### src/rtl/biquad8_coeff_loader.sv
// Coefficient shadow RAM and shift/update sequencer for the incremental biquad B-cascade.
// Optional registered readback port enabled by defining BIQUAD_COEFF_READBACK_EN.
module biquad8_coeff_loader #(
    parameter int NSAMP = 8,
    localparam int NCOEFF = 2 * (NSAMP - 2),
    localparam int AW = $clog2(NCOEFF)
) (
    input  logic          clk,
    input  logic          rst,
    input  logic          wr_i,
    input  logic [AW-1:0] wr_addr_i,
    input  logic [17:0]   wr_dat_i,
    input  logic          load_i,
    input  logic [AW-1:0] rd_addr_i,
    output logic [17:0]   rd_dat_o,
    output logic          busy_o,
    output logic          done_o,
    output logic          wr_drop_o,
    output logic [17:0]   coeff_dat_o,
    output logic          coeff_wr_o,
    output logic          coeff_update_o
);

    localparam logic [AW:0] NCOEFF_W = (AW + 1)'(NCOEFF);

    typedef enum logic [1:0] {
        StIdle,
        StShift,
        StUpdate
    } state_e;

    state_e        state_q, state_d;
    logic [AW:0]   cnt_q, cnt_d;
    logic [17:0]   dat_q, dat_d;
    logic          done_q, done_d;
    logic          drop_q, drop_d;
    logic [17:0]   shadow_q [NCOEFF];
    logic          wr_ok;
    logic [AW-1:0] shift_idx;

    assign wr_ok     = wr_i && (state_q == StIdle) && ({1'b0, wr_addr_i} < NCOEFF_W);
    assign shift_idx = AW'(cnt_q - 1'b1);

    // Shadow contents deliberately survive rst; rst only blocks a coincident write.
    always_ff @(posedge clk) begin
        if (!rst && wr_ok) begin
            shadow_q[wr_addr_i] <= wr_dat_i;
        end
    end

    always_ff @(posedge clk) begin
        if (rst) begin
            state_q <= StIdle;
            cnt_q   <= '0;
            dat_q   <= '0;
            done_q  <= 1'b0;
            drop_q  <= 1'b0;
        end else begin
            state_q <= state_d;
            cnt_q   <= cnt_d;
            dat_q   <= dat_d;
            done_q  <= done_d;
            drop_q  <= drop_d;
        end
    end

    always_comb begin
        state_d        = state_q;
        cnt_d          = cnt_q;
        dat_d          = '0;
        done_d         = 1'b0;
        drop_d         = wr_i && (state_q != StIdle);
        coeff_wr_o     = 1'b0;
        coeff_update_o = 1'b0;
        unique case (state_q)
            StIdle: begin
                if (load_i) begin
                    state_d = StShift;
                    cnt_d   = NCOEFF_W;
                end
            end
            StShift: begin
                // Highest index goes out first; data is registered so it trails the strobe.
                if (cnt_q != '0) begin
                    coeff_wr_o = 1'b1;
                    cnt_d      = cnt_q - 1'b1;
                    dat_d      = shadow_q[shift_idx];
                end else begin
                    state_d = StUpdate;
                end
            end
            StUpdate: begin
                coeff_update_o = 1'b1;
                done_d         = 1'b1;
                state_d        = StIdle;
            end
            default: state_d = StIdle;
        endcase
    end

    assign busy_o      = (state_q != StIdle);
    assign done_o      = done_q;
    assign wr_drop_o   = drop_q;
    assign coeff_dat_o = dat_q;

`ifdef BIQUAD_COEFF_READBACK_EN
    logic [17:0] rd_q;

    always_ff @(posedge clk) begin
        if (rst) begin
            rd_q <= '0;
        end else if ({1'b0, rd_addr_i} < NCOEFF_W) begin
            rd_q <= shadow_q[rd_addr_i];
        end else begin
            rd_q <= '0;
        end
    end

    assign rd_dat_o = rd_q;
`else
    logic unused_rd_addr;

    assign unused_rd_addr = ^rd_addr_i;
    assign rd_dat_o       = '0;
`endif

endmodule
### config.mk
export PLATFORM = sky130hd
export DESIGN_NAME = biquad8_coeff_loader
export DESIGN_NICKNAME = d
export VERILOG_FILES = /design/src/rtl/biquad8_coeff_loader.sv
export SDC_FILE = /design/constraint.sdc
export NUM_CORES = 1
export LEC_CHECK = 0
export ABC_CLOCK_PERIOD_IN_PS = 3200
export CORE_UTILIZATION = 50
export CTS_BUF_LIST = sky130_fd_sc_hd__clkbuf_8
export DETAILED_ROUTE_END_ITERATION = 10
export PLACE_DENSITY = 0.84
export SLEW_MARGIN = 20
export SYNTH_ARGS = -nofsm -noshare
export SYNTH_HDL_FRONTEND = slang
export SYNTH_SLANG_ARGS = --single-unit
### constraint.sdc
create_clock -name clk -period 3.2 [get_ports clk]
set_clock_uncertainty 0.1 [all_clocks]
set_input_delay 0.32 -clock clk [delete_from_list [all_inputs] [get_ports clk]]
set_output_delay 0.32 -clock clk [all_outputs]
set_load 0.03 [all_outputs]
==> results.tsv <==
stage	metric	value	unit
floorplan	Initial Utilization	51.5	%
floorplan	num ports	71	
synth	Synth Cell Area	0.00931	mm^2
clock_tree	post-CTS resize count	0	
floorplan	die width	138	um
clock_tree	number of clock sinks	243	
sta	post-layout min period	2.47	ns
synth	Synth Warn #	0	
status	failing checks	design-rule violations	
setup_path	Critical Setup Path Class	flop to flop	
grt	GRT Residual Overflow	0	
drt	via/cell ratio	5.86	
drt	antenna viol nets, final	0	
final_layout	P&R area growth vs syn	15.6	%
power_and_ir_drop	VDD IR max	356	uV
grt	largest net degree at the start of global routing	51	
floorplan	Die Y	138	um
synth	Adder-Cell Fraction of Synth Area	0.134	%
clock_tree	clock latency reported for the late side of the worst-skew pair	0.53	ns
clock_tree	root buf cell	clkbuf_8	
grt	gr usage total	19.5	%
drt	1st-pass router iterations	9	
setup_path	Crit. End Element	flop	
final_layout	Filler cells	1252	
final_layout	non-filler cells, final	835	
synth	Yosys reg bits	243	
clock_tree	CTS Buf Count	37	
floorplan	core region area	0.0181	mm^2
grt	number of global-route vias before repair	5058	
power_and_ir_drop	total power	6.60	mW
final_layout	Layout Nets	608	
synth	XOR/XNOR Fraction of Synth Area	0.282	%
drt	drt total wl	18200	um
synth	top-area cell type share of the netlist area	69.7	%
worst_hold_path	Worst Hold Class	primary input to flop	
drt	DR vias	4889	
final_layout	# diodes	0	
clock_tree	Post-CTS Setup Repair Bufs	0	
drt	DRC marker count from the first detailed-route iteration	483	
synth	Async SR Flop Fraction	0	%
power_and_ir_drop	Pleak	3.45	nW
job	max-cap violations	0	
sta	Slew Viols, Final	0	
final_layout	Multi-input gate area	0.00210	mm^2
synth	Compound-Gate Fraction of Synth Area	5.83	%
place	DPL Wire Length	10400	um
clock_tree	TritonCTS clock tree	yes	
clock_tree	Clock Tree Buf Depth	3	
status	status	complete, but fails checks	
setup_path	Worst EP required	3.51	ns
synth	Avg Cell Area, Syn	19.0	um^2
power_and_ir_drop	Pwr Density	614	mW/mm^2
final_layout	commonest non-fill, non-tap cell in the layout	edfxtp_1	
synth	area leader, netlist	edfxtp_1	
synth	top cells by area, synth	edfxtp_1 70%, mux2i_1 7.7%, dfxtp_1 5.8%	
synth	post-synthesis mux area share	12.1	%
final_layout	register area	0.00703	mm^2
floorplan	total die area	0.0192	mm^2
grt	first-pass GRT wire length	28100	um
drt	DRC	14	
sta	total setup violations reported at the end of the flow	0	
sta	unrepaired setup endpoints after global routing	no	
final_layout	commonest non-fill, non-tap cells in the layout	216 x edfxtp_1, 72 x mux2i_1, 47 x clkdlybuf4s50_1, 37 x a22oi_1, 37 x clkbuf_8	
floorplan	row cnt	49	
setup_path	Critical Path Source Type	flop	
sta	worst slew pin tran	1.01	ns
final_layout	share of layout cells above drive strength 1	17.7	%
clock_tree	Reg clk slew, reported paths	0.06	ns
setup_path	Worst Path Arrival	2.78	ns
place	gpl congestion	0.782	
synth	Synth Area in Simple Gates	3.07	%
grt	antenna violations before repair	0	
setup_path	critical path peak fanout	18	
clock_tree	hold_buf cts	0	
synth	sequential area share after synthesis	75.5	%
drt	WL per Instance	21.8	um
synth	post-synthesis instance total	490	
place	PortBufs	48	
sta	Final Cycle Share	77.3	%
synth	number of synthesized flops with an enable pin	216	
sta	Final Hold Fails	0	
synth	largest family of logic cells by synthesized area	multiplexers	
sta	max_slew headroom	32.5	%
clock_tree	H-Tree Depth	2	
synth	Yosys cell types	40	
sta	Post-Route Setup TNS	0	ns
synth	top_reg_cell synth	edfxtp_1	
place	placed cells	767	
sta	Fmax	404	MHz
## flip-flops by register name (all words and copies together), names as in the netlist
name,flops
shadow_q,216
state_q,2
coeff_dat_o,18
wr_drop_o,1
done_o,1
cnt_q,5
## cell usage after synthesis, types with 4 or more instances
library cell / n
mux2i_1: 72
a22oi_1: 37
nor3_1: 6
edfxtp_1: 216
mux4_2: 18
nor2_1: 15
nor2_2: 5
dfxtp_1: 27
a32o_1: 18
buf_4: 19
nand2b_1: 4
buf_2: 15
## logic make-up after synthesis
| group | count (synthesis) |
|---|---|
| flip-flops | 243 |
| multiplexers | 90 |
| AO/OA/AOI/OAI | 64 |
| AND/OR/NAND/NOR | 44 |
| buffers and inverters | 44 |
| XOR/XNOR | 3 |
| adder cells (fa/ha/maj) | 1 |
| other | 1 |
## through the flow
stage                     cell area (um^2)  worst slack [ns]  hold slack [ns]  utilization [%]
after floorplan                       9370             0.178            0.319                -
after global placement               10100             0.459            0.374             55.9
after detailed placement             10100             0.403            0.403             55.9
after CTS                            10800             0.759            0.312             59.5
after global routing                 10800             0.623            0.317             59.5
final                                10800             0.727            0.342             59.5
## worst max-delay path: stages (launching register included)
cell and delay (ns):
dfxtp_1 0.35, inv_1 0.10, ha_4 0.20, xor2_1 0.18, nor2_2 0.79, a22oi_1 0.31
a32o_1 0.33
## worst paths after layout
check / startpoint / endpoint / slack [ns] / cells after the start
max: cnt_q[1]$_SDFFE_PP0P_ / coeff_dat_o[17]$_SDFF_PP0_ / 0.73 / 6
min: wr_i / wr_drop_o$_SDFF_PP0_ / 0.34 / 3
max reg2reg: cnt_q[1]$_SDFFE_PP0P_ / coeff_dat_o[17]$_SDFF_PP0_ / 0.73 / 6
min reg2reg: cnt_q[4]$_SDFFE_PP0P_ / cnt_q[4]$_SDFFE_PP0P_ / 0.41 / 1
## layout make-up
type                            instances  area share, %
Inverter                                3          0.105
Timing Repair Buffer                   72           6.35
Sequential cell                       243           65.3
Tap cell                              229           2.66
Clock buffer                           37           4.73
Clock inverter                         31           1.29
Multi-Input combinational cell        220           19.5
## power by group
| part | switching (mW) | internal, mW |
|---|---|---|
| logic | 0.497 | 0.341 |
| registers | 0.0239 | 3.49 |
| clock network | 1.15 | 1.09 |
## layer usage
metal | up-vias | part of all wire, % | track usage (%)
met2 | 224 | 50 | 32.9
met1 | 2492 | 40 | 24.4
met5 | - | 0 | 0
met4 | 0 | 2.8 | 8.40
met3 | 46 | 7.3 | 4.30
li1 | 2127 | - | -
No activity file was read; power rests on OpenSTA's default activity.
